==> config.mk <==
export PLATFORM = sky130hd
export DESIGN_NAME = lead_one_pipe
export DESIGN_NICKNAME = d
export VERILOG_FILES = /design/src/rtl/lead_one_pkg.sv /design/src/rtl/msb_isolate8.sv /design/src/rtl/lead_one_pipe.sv
export SDC_FILE = /design/constraint.sdc
export NUM_CORES = 1
export LEC_CHECK = 0
export ABC_AREA = 1
export CORE_UTILIZATION = 52
export CTS_CLUSTER_DIAMETER = 60
export CTS_CLUSTER_SIZE = 14
export DETAILED_ROUTE_END_ITERATION = 10
export GPL_TIMING_DRIVEN = 0
export HOLD_SLACK_MARGIN = 0.05
export PLACE_DENSITY = 0.86
export SETUP_SLACK_MARGIN = 0.1
export SYNTH_ARGS = -nofsm -noshare
export SYNTH_HDL_FRONTEND = slang
export SYNTH_HIERARCHICAL = 1
export SYNTH_SLANG_ARGS = --single-unit
==> constraint.sdc <==
create_clock -name clk -period 3.48 [get_ports clk]
set_input_delay 1.044 -clock clk [delete_from_list [all_inputs] [get_ports clk]]
set_output_delay 1.044 -clock clk [all_outputs]
set_load 0.05 [all_outputs]
==> src/rtl/lead_one_pkg.sv <==
// Shared constants and the stage-1 payload type for the leading-one isolator.
package lead_one_pkg;

  localparam int WIDTH  = 32;
  localparam int GROUP  = 8;
  localparam int NGROUP = WIDTH / GROUP;
  localparam int GIDX_W = 2;
  localparam int CNT_W  = 16;

  typedef struct packed {
    logic [GIDX_W-1:0] grp_idx;
    logic [GROUP-1:0]  grp_bits;
    logic              zero;
  } s1_t;

endpackage

==> src/rtl/msb_isolate8.sv <==
// Combinational 8-bit MSB isolator: keeps only the highest set bit, 0 maps to 0.
module msb_isolate8 (
  input  logic [7:0] in_bits,
  output logic [7:0] onehot
);

  // Ascending scan so the highest set bit is the last one written.
  always_comb begin
    onehot = 8'b0;
    for (int i = 0; i < 8; i++) begin
      if (in_bits[i]) onehot = 8'b1 << i;
    end
  end

endmodule

==> src/rtl/lead_one_pipe.sv <==
// Two-stage leading-one isolator: S1 picks the top nonzero byte group,
// S2 isolates that group's MSB and places it back at the group's offset.
module lead_one_pipe
  import lead_one_pkg::*;
(
  input  logic             clk,
  input  logic             rst_n,
  input  logic             in_valid,
  output logic             in_ready,
  input  logic [WIDTH-1:0] in_data,
  output logic             out_valid,
  input  logic             out_ready,
  output logic [WIDTH-1:0] out_onehot,
  output logic             out_zero,
  output logic [CNT_W-1:0] zero_cnt
);

  s1_t              s1_q, s1_d, s1_new;
  logic             s1_v_q, s1_v_d;
  logic             s2_v_q, s2_v_d;
  logic [WIDTH-1:0] onehot_q, onehot_d;
  logic             zero_q, zero_d;
  logic [CNT_W-1:0] zero_cnt_q, zero_cnt_d;

  logic              s1_adv, s2_adv;
  logic [NGROUP-1:0] grp_or;
  logic [GROUP-1:0]  onehot8;

  assign s2_adv   = !s2_v_q || out_ready;
  assign s1_adv   = !s1_v_q || s2_adv;
  assign in_ready = s1_adv || !rst_n;

  always_comb begin
    for (int g = 0; g < NGROUP; g++) begin
      grp_or[g] = |in_data[g*GROUP +: GROUP];
    end
  end

  // Highest nonzero group wins; an all-zero word leaves index and bits at 0.
  always_comb begin
    s1_new = '0;
    s1_new.zero = 1'b0;
    if (grp_or[3]) begin
      s1_new.grp_idx  = 2'd3;
      s1_new.grp_bits = in_data[31:24];
    end else if (grp_or[2]) begin
      s1_new.grp_idx  = 2'd2;
      s1_new.grp_bits = in_data[23:16];
    end else if (grp_or[1]) begin
      s1_new.grp_idx  = 2'd1;
      s1_new.grp_bits = in_data[15:8];
    end else if (grp_or[0]) begin
      s1_new.grp_idx  = 2'd0;
      s1_new.grp_bits = in_data[7:0];
    end else begin
      s1_new.zero = 1'b1;
    end
  end

  msb_isolate8 u_isolate (
    .in_bits (s1_q.grp_bits),
    .onehot  (onehot8)
  );

  always_comb begin
    s1_d       = s1_q;
    s1_v_d     = s1_v_q;
    s2_v_d     = s2_v_q;
    onehot_d   = onehot_q;
    zero_d     = zero_q;
    zero_cnt_d = zero_cnt_q;

    if (s1_adv) begin
      s1_v_d = in_valid;
      if (in_valid) s1_d = s1_new;
    end

    if (s2_adv) begin
      s2_v_d = s1_v_q;
      if (s1_v_q) begin
        onehot_d = {{(WIDTH-GROUP){1'b0}}, onehot8} << {s1_q.grp_idx, 3'b000};
        zero_d   = s1_q.zero;
      end
    end

    if (s2_v_q && out_ready && zero_q && (zero_cnt_q != {CNT_W{1'b1}})) begin
      zero_cnt_d = zero_cnt_q + 1'b1;
    end
  end

  always_ff @(posedge clk) begin
    if (!rst_n) begin
      s1_q       <= '0;
      s1_v_q     <= 1'b0;
      s2_v_q     <= 1'b0;
      onehot_q   <= '0;
      zero_q     <= 1'b0;
      zero_cnt_q <= '0;
    end else begin
      s1_q       <= s1_d;
      s1_v_q     <= s1_v_d;
      s2_v_q     <= s2_v_d;
      onehot_q   <= onehot_d;
      zero_q     <= zero_d;
      zero_cnt_q <= zero_cnt_d;
    end
  end

  assign out_valid  = s2_v_q;
  assign out_onehot = onehot_q;
  assign out_zero   = zero_q;
  assign zero_cnt   = zero_cnt_q;

endmodule
Yosys cells after proc, flatten, opt, wreduce, memory -nomap -nowiden
Cells that the tools add are included.

Input bits: 36. Flip-flop bits (word level): 62. Logic and storage cells: 42. Output and inout port bits: 51.

$add $sub $neg: 1. Reduce and logical (&&, ||, !) cells: 15. Muxes and demuxes: 16. Equality and inequality tests: 1. Shift-type cells: 1.

Operators by type and width (number): 8-bit OR reduction (4); 8-bit by 5-bit << shifter with 32-bit output (1); 10-bit two-way mux (2); 16-bit by 1-bit adder with 16-bit output (second input constant) (1); 8-bit two-way mux (2); 16-bit inequality test (second input constant) (1); 9-bit two-way mux (1); 7-bit two-way mux (1); 6-bit two-way mux (1); 1-bit two-way mux (5); 5-bit two-way mux (1); 4-bit two-way mux (1); 2-bit AND reduction (2); 1-bit logical AND (3); 1-bit logical NOT (3); 1-bit logical OR (3); 3-bit two-way mux (1); 2-bit two-way mux (1).

Logic depth before layout (Yosys ltp)
Word-level depth: 9. Mapped depth: 9. Mapped depth without buffers: 9.

By module
Netlist, hierarchy kept.

Modules (own cells, without submodules): lead_one_pipe (area each 3007.9 um^2, cells each 428, sequential area each 1241.2 um^2, instances 1); msb_isolate8 (area each 90.1 um^2, cells each 21, sequential area each 0.0 um^2, instances 1).

Least setup slack after synthesis
OpenSTA, ideal clock, no wires.

Path kind: in2out. Start: in rst_n. End: out in_ready. Path buffers: 1. Stages on the path: 2. Arrival: 1.769 ns. Slack: 0.667 ns. Data required time: 2.436 ns. Path through: clkbuf_1 -> nand4_1.

Word-level cells in the longest chain between the ends: 2.

RTL lines: start: declaration (RTL line lead_one_pipe.sv:7) `input logic rst_n,`; 1-bit logical NOT; 1-bit logical OR (RTL line lead_one_pipe.sv:31) `assign in_ready = s1_adv || !rst_n;`; end: declaration (RTL line lead_one_pipe.sv:9) `output logic in_ready,`.

No other way between the ends.

Worst setup path after layout
Ends and elaborated chain as after synthesis.

==> impl_results.md <==
* Num CTS Buffers at 9
* Port Buffer Count at between 80 and 90
* Fill cell count at 461
* Multi-input combinational cell area at roughly 1600 µm²
* Max stage delay on crit path at 0.55 ns
* Die Wd at 79.2 µm
* Hold path start: out_onehot[21]$_SDFFE_PN0P_
* GRT overflow at 0
* Final core occ at between 70 and 80%
* CTS max path bufs at 2
* Worst slack, placed at -0.396 ns
* Clk sinks at 62
* Detailed Routing Iterations Pass 1 at 4
* Worst Setup Slack, final at 0.226 ns
* Worst path cell trace: clkdlybuf4s50_1 > clkbuf_2 > nand4_1 > buf_2
* Reg2Reg Depth at 9
* Fin crit period at ~3.3 ns
* Min-Delay Path Class: flip-flop to flip-flop
* F_max at about 0.31 GHz
* R2R Path Start: zero_cnt[0]$_SDFFE_PN0P_
* I/O pins at 87
* Mapped Cells at about 450
* Vias in the first global route at ~3.2k
* Crit-path max FO at 10
* Syn_nets at 486
* CP Class: primary input to output port
* Post-synthesis sequential area ratio at 40.1%
* Pleak at roughly 1.5 nW
* Clk_skew at between 0.01 and 0.015 ns
* CP max stage cell: clkdlybuf4s50_1
* Initial Utilization at 55.2%
* Buf/Inv on CP at 3
* Diode count at 0
* Final Cell Area at roughly 4300 µm²
* Number of remaining DRC errors at 0
* Antenna-violating nets left at 0
* Largest net degree at the start of global routing at 12
* Row cnt at 27
* Area after DPL at approximately 4000 µm²
* Vias per inst at between 5 and 6
* Slew headroom at 57.6%
* Synth Register Bits at 62
* Req. time, crit path at ~2.4 ns
* Synth cell types at 29
* Crit share post-route at between 90 and 100%
* Worst EP arrival at 2.21 ns
* Count of final hold-check violations at 0
* Die height at ~80 µm
* Power Density at 378 nW/µm²
* Hold EP: out_onehot[21]$_SDFFE_PN0P_
* Layout area overhead at 37.5%
* Status: complete, no violations
* Nature of the critical path endpoint: output port
* Worst slew pin tran at about 0.64 ns
* Worst ir drop on vdd at approximately 0.21 mV
* Setup violators final at 0
* Avg WL per Cell at approximately 14 µm
* CORE AREA at around 5600 µm²
* Post-Syn Area per Cell at between 6 and 7 µm²
* Worst Setup Start Kind: primary input
* Hold Path Depth at 2
* MaxCap Viol Count at 0
* Worst skew pair latency at ~0.34 ns
* Synthesized area at just over 3000 µm²
* GPL Wtd Cong at about 0.92
* Hpwl dp at ~6400 µm
* Reg2reg setup slack at between 1.5 and 2 ns
* Routed WL at between 8000 and 9000 µm
* Reg-to-Reg End: zero_cnt[2]$_SDFFE_PN0P_
* Share of layout cells above drive strength 1 at under 10%
* Final Net Count at between 500 and 600
* Overall Global Routing Usage at between 20 and 30%
* FF/Latch Area at roughly 1200 µm²
* Largest delay share family, worst path: buffers and inverters
* Initial antenna violation count at 0
* Final max-slew violation count at 0
* Root Driver: clkbuf_8
* H-tree levels at 3
* Cts hold-fix bufs at 0
* Global-route wire length before repair at about 14,000 µm
* DR iter-0 viols at between 200 and 250
* Clock Pin Slew Worst Setup and Hold Paths at ~0.07 ns
* Yosys warning count at 6
* Via count at 3,391
* CTS tree: done
* Unrepaired setup endpoints after global routing: false
* Die area at about 6300 µm²
==> tightest hold or removal path, cell delays in order, from the launching register on <==
cell and delay [ns]:
dfxtp_1 0.31, nand2_1 0.06, a21oi_1 0.05
==> final cells by class <==
type | count | share of cell area (%)
buffer | 23 | 2.56
clock buffer | 10 | 3.00
clock inverter | 6 | 2.03
inverter | 35 | 3.08
multi-input combinational | 329 | 38.0
sequential | 62 | 29.1
tap | 72 | 2.12
timing repair buffer | 86 | 20.1
==> flip-flops by register name, summed over array words and instances (netlist names) <==
name        cells
out_onehot     32
s1_q           11
s1_v_q          1
zero_cnt       16
out_zero        1
out_valid       1
==> metal layers <==
metal | share of wire (%) | wire, µm | track usage [%]
met5 | 0 | 0 | 0
met4 | 2.3 | 197 | 13.8
met3 | 6.2 | 530 | 4.83
met2 | 49 | 4180 | 48.4
met1 | 42 | 3580 | 34.2
==> cells in the mapped netlist, drive strengths merged <==
library cell,n,area share [%]
mux2i,1,0.32
dfxtp,62,40
nand4,37,7.5
clkinv,3,0.36
clkbuf,13,1.6
ha,1,0.40
inv,32,3.9
nand3,12,1.9
or2,2,0.40
a21oi,65,12
o21ai,14,2.6
nor2,48,6.4
nand2,134,17
nor3,5,1.3
nand3b,1,0.24
xnor2,3,0.85
xor2,6,1.7
buf,10,1.9
==> placed cells by master, fill, tap and decap left out, drive strengths merged <==
cell type / instances
buf: 11
inv: 32
xor2: 6
clkinv: 6
nand3b: 1
bufinv: 2
clkbuf: 23
clkinvlp: 1
clkdlybuf4s50: 85
nand4: 37
nor3: 5
nand3: 12
nand2: 134
dfxtp: 62
mux2i: 1
nor2: 48
a21oi: 65
ha: 1
or2: 2
o21ai: 14
xnor2: 3
==> power by group <==
| group | leakage, nW | switching [mW] | internal (mW) |
|---|---|---|---|
| clock | 0.106 | 0.291 | 0.402 |
| combinational | 0.929 | 0.111 | 0.0713 |
| sequential | 0.503 | 0.00980 | 0.723 |
==> per-stage QoR <==
stage               TNS, ns  instances  total power [mW]  hold WS, ns
floorplan                 0        449             0.847        0.441
global placement     -0.381        607             0.922        0.450
detailed placement   -0.396        607             0.928        0.453
CTS                       0        623              1.60        0.464
global route              0        623              1.65        0.487
finish                    0        623              1.61        0.464
==> worst max path at each step <==
stage,startpoint,endpoint,depth (start not counted),slack (ns)
global route,rst_n,in_ready,4,0.19
floorplan,rst_n,in_ready,2,0.67
detailed placement,rst_n,in_ready,4,-0.40
global placement,rst_n,in_ready,4,-0.38
CTS,rst_n,in_ready,4,0.23
finish,rst_n,in_ready,4,0.23
==> timing repair <==
action / 4_1_cts / 5_1_grt
setup endpoints to repair: 1 / 0
endpoints found under the hold margin: 0 / 0
resized for setup: 6 / 0
setup buffers: 0 / 0
==> kinds of logic after synthesis <==
kind of cell | count (synthesis) | synth area share, %
AO/OA/AOI/OAI | 79 | 14.3
buffers and inverters | 58 | 7.71
flip-flops | 62 | 40.1
XOR/XNOR | 9 | 2.54
adder cells (fa/ha/maj) | 1 | 0.404
AND/OR/NAND/NOR | 239 | 34.6
multiplexers | 1 | 0.323
No activity file was read; power rests on OpenSTA's default activity.
